===== src/rtl/stopwatch_ctrl.sv =====
// rtl/stopwatch_ctrl.sv - button front-end and IDLE/RUN/PAUSE controller for the MM.SS timer
// Optional lap snapshot path is built only when STOPWATCH_LAP_EN is defined.

module stopwatch_debounce #(
   parameter int DB_CYCLES = 1000000
) (
   input  logic clk,
   input  logic reset_n,
   input  logic btn,
   output logic press
);
   localparam int CW = (DB_CYCLES > 1) ? $clog2(DB_CYCLES) : 1;

   logic          sync1_q, sync2_q;
   logic          level_q, level_d;
   logic          level_dly_q;
   logic          press_q;
   logic [CW-1:0] cnt_q, cnt_d;

   always_comb begin
      level_d = level_q;
      cnt_d   = '0;
      if (sync2_q != level_q) begin
         if (cnt_q == CW'(DB_CYCLES - 1)) begin
            level_d = ~level_q;
         end else begin
            cnt_d = cnt_q + CW'(1);
         end
      end
   end

   always_ff @(posedge clk or negedge reset_n) begin
      if (!reset_n) begin
         sync1_q     <= 1'b0;
         sync2_q     <= 1'b0;
         level_q     <= 1'b0;
         level_dly_q <= 1'b0;
         press_q     <= 1'b0;
         cnt_q       <= '0;
      end else begin
         sync1_q     <= btn;
         sync2_q     <= sync1_q;
         level_q     <= level_d;
         cnt_q       <= cnt_d;
         level_dly_q <= level_q;
         press_q     <= level_q & ~level_dly_q;
      end
   end

   assign press = press_q;
endmodule

module stopwatch_ctrl #(
   parameter int DB_CYCLES = 1000000
) (
   input  logic       clk,
   input  logic       reset_n,
   input  logic       btn_ss,
   input  logic       btn_lap,
   input  logic       btn_clr,
   input  logic [3:0] t_d3,
   input  logic [3:0] t_d2,
   input  logic [3:0] t_d1,
   input  logic [3:0] t_d0,
   output logic       go,
   output logic       stop,
   output logic       clr,
   output logic [3:0] disp_d3,
   output logic [3:0] disp_d2,
   output logic [3:0] disp_d1,
   output logic [3:0] disp_d0,
   output logic       running,
   output logic       lap_active
);
   typedef enum logic [1:0] {S_IDLE, S_RUN, S_PAUSE} state_t;

   state_t      state_q;
   logic        go_q, stop_q, clr_q, running_q;
   logic        press_ss, press_clr;
   logic [15:0] live_digits;

   assign live_digits = {t_d3, t_d2, t_d1, t_d0};

   stopwatch_debounce #(.DB_CYCLES(DB_CYCLES)) u_db_ss (
      .clk(clk), .reset_n(reset_n), .btn(btn_ss), .press(press_ss)
   );
   stopwatch_debounce #(.DB_CYCLES(DB_CYCLES)) u_db_clr (
      .clk(clk), .reset_n(reset_n), .btn(btn_clr), .press(press_clr)
   );

`ifdef STOPWATCH_LAP_EN
   logic        press_lap;
   logic        lap_active_q;
   logic [15:0] lap_q;

   stopwatch_debounce #(.DB_CYCLES(DB_CYCLES)) u_db_lap (
      .clk(clk), .reset_n(reset_n), .btn(btn_lap), .press(press_lap)
   );
`else
   logic unused_btn_lap;
   assign unused_btn_lap = btn_lap;
`endif

   // One winning press per cycle: clr beats ss beats lap, losers are dropped.
   always_ff @(posedge clk or negedge reset_n) begin
      if (!reset_n) begin
         state_q      <= S_IDLE;
         go_q         <= 1'b0;
         stop_q       <= 1'b0;
         clr_q        <= 1'b1;
         running_q    <= 1'b0;
`ifdef STOPWATCH_LAP_EN
         lap_active_q <= 1'b0;
         lap_q        <= '0;
`endif
      end else begin
         go_q   <= 1'b0;
         stop_q <= 1'b0;
         clr_q  <= 1'b0;
         if (press_clr) begin
            case (state_q)
               S_IDLE: clr_q <= 1'b1;
               S_PAUSE: begin
                  state_q      <= S_IDLE;
                  clr_q        <= 1'b1;
`ifdef STOPWATCH_LAP_EN
                  lap_active_q <= 1'b0;
`endif
               end
               default: ;
            endcase
         end else if (press_ss) begin
            case (state_q)
               S_RUN: begin
                  state_q   <= S_PAUSE;
                  stop_q    <= 1'b1;
                  running_q <= 1'b0;
               end
               default: begin
                  state_q   <= S_RUN;
                  go_q      <= 1'b1;
                  running_q <= 1'b1;
               end
            endcase
`ifdef STOPWATCH_LAP_EN
         end else if (press_lap) begin
            case (state_q)
               S_RUN: begin
                  lap_q        <= live_digits;
                  lap_active_q <= 1'b1;
               end
               S_PAUSE: lap_active_q <= 1'b0;
               default: ;
            endcase
`endif
         end
      end
   end

   assign go      = go_q;
   assign stop    = stop_q;
   assign clr     = clr_q;
   assign running = running_q;

`ifdef STOPWATCH_LAP_EN
   assign lap_active = lap_active_q;
   assign {disp_d3, disp_d2, disp_d1, disp_d0} = lap_active_q ? lap_q : live_digits;
`else
   assign lap_active = 1'b0;
   assign {disp_d3, disp_d2, disp_d1, disp_d0} = live_digits;
`endif
endmodule


===== config.mk =====
export PLATFORM = sky130hd
export DESIGN_NAME = stopwatch_ctrl
export DESIGN_NICKNAME = d
export VERILOG_FILES = /design/src/rtl/stopwatch_ctrl.sv
export SDC_FILE = /design/constraint.sdc
export NUM_CORES = 1
export LEC_CHECK = 0
export ABC_CLOCK_PERIOD_IN_PS = 3700
export CORE_UTILIZATION = 55
export CTS_CLUSTER_SIZE = 24
export DETAILED_ROUTE_END_ITERATION = 6
export PLACE_DENSITY = 0.87
export SLEW_MARGIN = 20
export SYNTH_ARGS = -nofsm -noshare
export SYNTH_HDL_FRONTEND = slang
export SYNTH_SLANG_ARGS = --single-unit

===== constraint.sdc =====
create_clock -name clk -period 3.7 [get_ports clk]
set_clock_uncertainty 0.15 [all_clocks]
set_input_delay 0.37 -clock clk [delete_from_list [all_inputs] [get_ports clk]]
set_output_delay 0.37 -clock clk [all_outputs]
set_load 0.1 [all_outputs]

==> results_dict.tcl, run 1 <==
set metrics [dict create \
    violations "DRC" \
    ys_types 37 \
    vdd_drop_max_mv 0.268 \
    syn_to_final_growth_pct 3.78 \
    drive_above_1_share_pct 7.39 \
    cts_sinks 56 \
    arrival_ns 1.93 \
    fp-row-count 24 \
    grtUsageTotal_pct 19.8 \
    layout_common_cells "dfrtp_1 (55), nor2_1 (40), xnor2_1 (20)" \
    core-area_um2 4500 \
    die_h_um 71.4 \
    grt_setup_unrepaired "false" \
    cts_tree "done" \
    place_area_um2 2650 \
    start_util_pct 58.8 \
    hold_start "u_db_clr.sync1_q" \
    crit_required_ns 3.18 \
    ys_seq_area_share_pct 53.0 \
    p_comb_share_pct 3.9 \
    power.share.clock_pct 33.6 \
    cts.clk_slew.worst_paths_ns 0.09 \
    ys.flop_type "dfrtp_1" \
    power.leakage_nw 1.12 \
    syn_avg_cell_area_um2 10.2 \
    postLayoutCellArea_um2 2750 \
    cp_cell_sequence "clkdlybuf4s50_1" \
    grt_max_degree 31 \
    clock_path_buffers 2 \
    synth-async-reset-ratio_pct 100 \
    powerDensity_nw_per_um2 364 \
    netlist_area_um2 2650 \
    ctsResizeCount 0 \
    postRouteAntennaNets 0 \
    slew_headroom_pct 35.4 \
    r2r-end "u_db_ss.level_q" \
    crit_start "clr" \
    synth.ff_latch_count 56 \
    p_int_uw 780 \
    final_cell_count_no_fill 309 \
    r2r_cells 5 \
    place.gp.congestion 0.794 \
    p_sw_uw 220 \
    grt.overflow.total 0 \
    grt_pass1_wl_um 7760 \
    vias 1776 \
    syn_nets 282 \
    htree_levels 2 \
    rr_startpoint "u_db_ss.cnt_q[0]" \
    fin_nets 279 \
    wl_per_cell_um 14.4 \
    reg2reg_slack_ns 1.34 \
    numCtsBuffers 5 \
    synth-edff-count 0 \
    finalCritPeriodShare_pct 66.3 \
    fp.dieArea_um2 5100 \
    syn_inst 259 \
    cp_max_fo 1 \
    dpl.hpwl_um 3000 \
    die_w_um 71.4 \
    hold_class "reg2reg" \
    drt-total-wl_um 4460 \
    cpMaxStageDelayCell "clkdlybuf4s50_1" \
    path_buf_inv 1 \
    hold_violations 0 \
    drcViolationCount 4 \
    setup_tns_ns 0 \
    antenna_cells 0 \
    final_common_cell "dfrtp_1" \
    numPortBuffers 7 \
    cp-endpoint "clr" \
    critical_path_depth 1 \
    pin_count 42 \
    tightest_slew_ns 0.965 \
    worstSetupStartpointType "flip-flop" \
    min_period_ns 2.45 \
    fill_cells 365 \
    antenna_found_initial 0 \
    finalMaxSlewViolations 0 \
    max_clock_freq_mhz 407 \
    cp_top_family "buffers and inverters" \
    critPathMaxStageDelay_ns 1.12 \
    drv_cap 0 \
    setup_viol_count_final 0 \
    seq_power_share_pct 62.6 \
    p_sw_share_pct 22.0 \
    ys_warn_count 0 \
    drtIter0Drc 171 \
    crit_type "reg2out" \
    place_inst 300 \
    vias_per_cell 5.75 \
    power_uw 1000 \
    dr.pass1.iters 6 \
    end_kind "output pin" \
    status "complete, but fails checks" \
    cts_root_buffer "clkbuf_8" \
    grt_pass1_vias 1775 \
    clock_latency_ns 0.30 \
]
==> worst min-delay path by stage <==
| stage | endpoint | depth (start not counted) |
|---|---|---|
| 2_1_floorplan | go | 0 |
| 3_3_place_gp | u_db_clr.sync2_q | 0 |
| 3_5_place_dp | u_db_clr.sync2_q | 0 |
| 4_1_cts | u_db_clr.sync2_q | 0 |
| 5_1_grt | u_db_clr.sync2_q | 0 |
| 6_report | u_db_clr.sync2_q | 0 |
==> cell families after synthesis <==
group | count (synthesis) | share of synthesized area [%]
buffers and inverters | 29 | 6.85
AO/OA/AOI/OAI | 21 | 5.29
flip-flops | 56 | 53.0
XOR/XNOR | 29 | 9.59
other | 1 | 0.142
AND/OR/NAND/NOR | 117 | 22.6
multiplexers | 4 | 1.61
adder cells (fa/ha/maj) | 2 | 0.945
==> timing repair <==
action | in CTS | in global routing
setup buffers | 0 | 0
hold endpoints to repair | 29 | 0
hold buffers | 1 | 0
==> stage by stage <==
step / setup WS (ns) / hold slack [ns] / util (%)
finish: 1.25 / 0.211 / 61.0
global route: 1.18 / 0.218 / 61.0
CTS: 1.23 / 0.214 / 61.0
detailed placement: 1.36 / 0.193 / 58.7
global placement: 1.39 / 0.183 / 58.7
floorplan: 1.50 / -0.0756 / -
==> cell usage after synthesis (2+ instances only) <==
library cell / instances / share of area (%)
or3_1: 5 / 1.2
nor4_1: 8 / 1.9
xnor2_1: 20 / 6.6
nand3_1: 12 / 2.3
mux2i_1: 2 / 0.76
inv_1: 9 / 1.3
a21oi_1: 8 / 1.5
and4_1: 2 / 0.66
xor2_1: 9 / 3.0
nand4_1: 8 / 1.9
buf_4: 17 / 4.8
nand2_1: 15 / 2.1
o21ai_0: 5 / 0.95
nor3_1: 7 / 1.3
and3_1: 4 / 0.95
dfrtp_1: 55 / 52
ha_1: 2 / 0.95
nor2b_1: 4 / 0.95
o31ai_1: 5 / 1.4
nor2_1: 40 / 5.7
or2_2: 2 / 0.47
or4_1: 5 / 1.4
==> power by group through the flow <==
| stage | Clock (mW) | Combinational (mW) | Sequential, mW |
|---|---|---|---|
| 2_1_floorplan | 0 | 0.103 | 0.636 |
| 3_3_place_gp | 0 | 0.0378 | 0.637 |
| 3_5_place_dp | 0 | 0.0384 | 0.637 |
| 4_1_cts | 0.346 | 0.0398 | 0.625 |
| 5_1_grt | 0.372 | 0.0450 | 0.627 |
| 6_report | 0.335 | 0.0387 | 0.625 |
==> metal layers <==
| layer | vias up | track usage, % | wire, um |
|---|---|---|---|
| li1 | 863 | - | - |
| met1 | 851 | 25.0 | 1980 |
| met2 | 53 | 32.4 | 2180 |
| met3 | 9 | 4.50 | 215 |
| met4 | 0 | 9.33 | 92 |
| met5 | - | 0 | 0 |
==> registers in the layout, indices dropped and copies added (netlist names) <==
signal	count
u_db_ss.sync1_q	1
u_db_clr.press	1
u_db_clr.level_dly_q	1
state_q	2
u_db_clr.cnt_q	20
u_db_clr.sync1_q	1
stop	1
u_db_ss.sync2_q	1
u_db_ss.press	1
u_db_clr.sync2_q	1
running	1
clr	1
u_db_ss.level_q	1
go	1
u_db_clr.level_q	1
u_db_ss.level_dly_q	1
u_db_ss.cnt_q	20
==> area by class of cell <==
cell class | count | area [um2] | area share (%)
Sequential cell | 56 | 1400 | 51.0
Multi-Input combinational cell | 174 | 1060 | 38.7
Timing Repair Buffer | 10 | 90.1 | 3.28
Clock buffer | 6 | 82.6 | 3.01
Tap cell | 52 | 65.1 | 2.37
Inverter | 9 | 33.8 | 1.23
Clock inverter | 2 | 10.0 | 0.364
Note: power is estimated with default switching activity, not from simulation.
==> run 2, diff against run 1 <==
ABC_CLOCK_PERIOD_IN_PS = 2100   (was 3700)
CORE_UTILIZATION = 48   (was 55)
PLACE_DENSITY = 0.8   (was 0.87)
clock period = 2.1 ns   (was 3.7 ns; I/O delays follow)
==> run 2 against run 1 <==
  * The run now ends clean
  * Critical endpoint is now u_db_ss.level_q
  * Global-route usage decreased by 2.4 points
  * Critical path depth increased by 3
  * First-iteration DRC count decreased by 30%
  * Largest power group unchanged
  * Core utilization decreased by 5.0 points
  * Count of clock-buffer cells in the layout decreased by 1
  * Total power increased by 73%
  * Highest routed layer unchanged
  * Register-to-register slack got worse by 1.3 ns
  * Non-clock buffer count increased by 19
  * Clock power increased by 66%
  * Final cell count increased by 12%
==> results_dict.tcl, run 2 (synthesis results as in run 1) <==
set metrics [dict create \
    antenna_cells 0 \
    grtUsageTotal_pct 17.4 \
    cp-endpoint "u_db_ss.level_q" \
    vdd_drop_max_mv 0.239 \
    crit_required_ns 2.15 \
    min_period_ns 2.09 \
    die_h_um 76.3 \
    numCtsBuffers 5 \
    drcViolationCount 0 \
    crit_start "u_db_ss.cnt_q[11]" \
    cp_max_fo 2 \
    grt_max_degree 23 \
    finalMaxSlewViolations 0 \
    core-area_um2 5200 \
    grt_setup_unrepaired "true" \
    grt_pass1_wl_um 8070 \
    htree_levels 2 \
    worstSetupStartpointType "flip-flop" \
    grt_pass1_vias 1839 \
    hold_class "in2reg" \
    power_mw 1.73 \
    end_kind "flip-flop" \
    place_area_um2 2820 \
    postLayoutCellArea_um2 2920 \
    numPortBuffers 7 \
    arrival_ns 2.14 \
    vias 1833 \
    grt.busiest_layer "met2" \
    fill_cells 440 \
    r2r_cells 4 \
    clock_latency_ns 0.31 \
    hold_violations 0 \
    drv_cap 0 \
    status "finished, final reports clean" \
    place.gp.congestion 0.782 \
    power.leakage_nw 1.22 \
    setup_ws_ns 0.00873 \
    dr.pass1.iters 4 \
    grt.overflow.total 0 \
    rr_startpoint "u_db_ss.cnt_q[11]" \
    dpl.hpwl_um 3230 \
    cts_sinks 56 \
    met1_usage_pct 22.0 \
    powerDensity_nw_per_um2 594 \
    cts_root_buffer "clkbuf_8" \
    wl_per_cell_um 13.0 \
    start_util_pct 50.9 \
    r2r-end "u_db_ss.level_q" \
    setup_tns_ns 0 \
    final_common_cell "dfrtp_1" \
    grt_use_met2_pct 28.7 \
    vias_per_cell 5.31 \
    layout_common_cells "dfrtp_1 (55), nor2_1 (39), buf_4 (24)" \
    finalCritPeriodShare_pct 99.6 \
    setup_viol_count_final 0 \
    crit_type "reg2reg" \
    drtIter0Drc 119 \
    die_w_um 76.3 \
    fp-row-count 26 \
    fin_nets 298 \
    clock_path_buffers 2 \
    drive_above_1_share_pct 15.6 \
    pin_count 42 \
    cts.clk_slew.worst_paths_ns 0.10 \
    drt-total-wl_um 4490 \
    reg2reg_slack_ns 0.009 \
    max_clock_freq_mhz 478 \
    antenna_found_initial 0 \
    largest_registers "u_db_clr.cnt_q x20, u_db_ss.cnt_q x20, state_q x2" \
    fp.dieArea_um2 5820 \
    place_ws_ns -0.0272 \
    postRouteAntennaNets 0 \
    syn_to_final_growth_pct 10.1 \
    grt_use_met3_pct 3.23 \
    cts_tree "done" \
]
==> run 2: area by class of cell <==
class                           instances  area, um2  share of cell area (%)
Tap cell                               70       87.6                    3.00
Timing Repair Buffer                   29        235                    8.07
Clock inverter                          2       12.5                   0.429
Multi-Input combinational cell        174       1070                    36.9
Sequential cell                        56       1400                    48.1
Clock buffer                            5       68.8                    2.36
Inverter                                9       33.8                    1.16
==> run 2: what timing repair did <==
item                                   4_1_cts  5_1_grt
cloned                                       0        0
setup endpoints to repair                   19       17
hold buffers                                 1        0
pin swaps                                    1        0
gates resized for setup                      0        0
endpoints found under the hold margin       17        0
buffers inserted                             1        0
==> run 2: worst min-delay path by stage <==
| stage | endpoint | startpoint | cells after the start |
|---|---|---|---|
| final | u_db_clr.sync1_q | btn_clr | 1 |
| after global placement | u_db_ss.press | reset_n | 1 |
| after CTS | u_db_clr.sync1_q | btn_clr | 1 |
| after floorplan | go | reset_n | 0 |
| after global routing | u_db_clr.sync1_q | btn_clr | 1 |
| after detailed placement | stop | reset_n | 1 |
==> run 2: routing by layer <==
layer	share of wire (%)	routed length [um]
met2	49	2210
met4	1.6	74
met5	0	0
met3	3.4	154
met1	46	2060
==> run 2: worst max-delay path: stages, from the launching register on <==
cell	delay (ns)
dfrtp_1	0.39
or4bb_1	0.49
or4_4	0.54
nor2_4	0.13
mux2_4	0.30
==> run 2: where the power goes <==
group | total [mW] | switching [mW] | internal [mW]
logic | 0.0756 | 0.0505 | 0.0251
registers | 1.10 | 0.0116 | 1.09
clock network | 0.555 | 0.329 | 0.227
==> run 2: per-stage QoR <==
stage                     std cells  hold WS, ns  util [%]
after floorplan                 259       -0.236         -
after global routing            345        0.181      56.0
final                           345        0.181      56.0
after CTS                       345        0.170      56.0
after global placement          336       0.0204      54.1
after detailed placement        336       0.0219      54.1
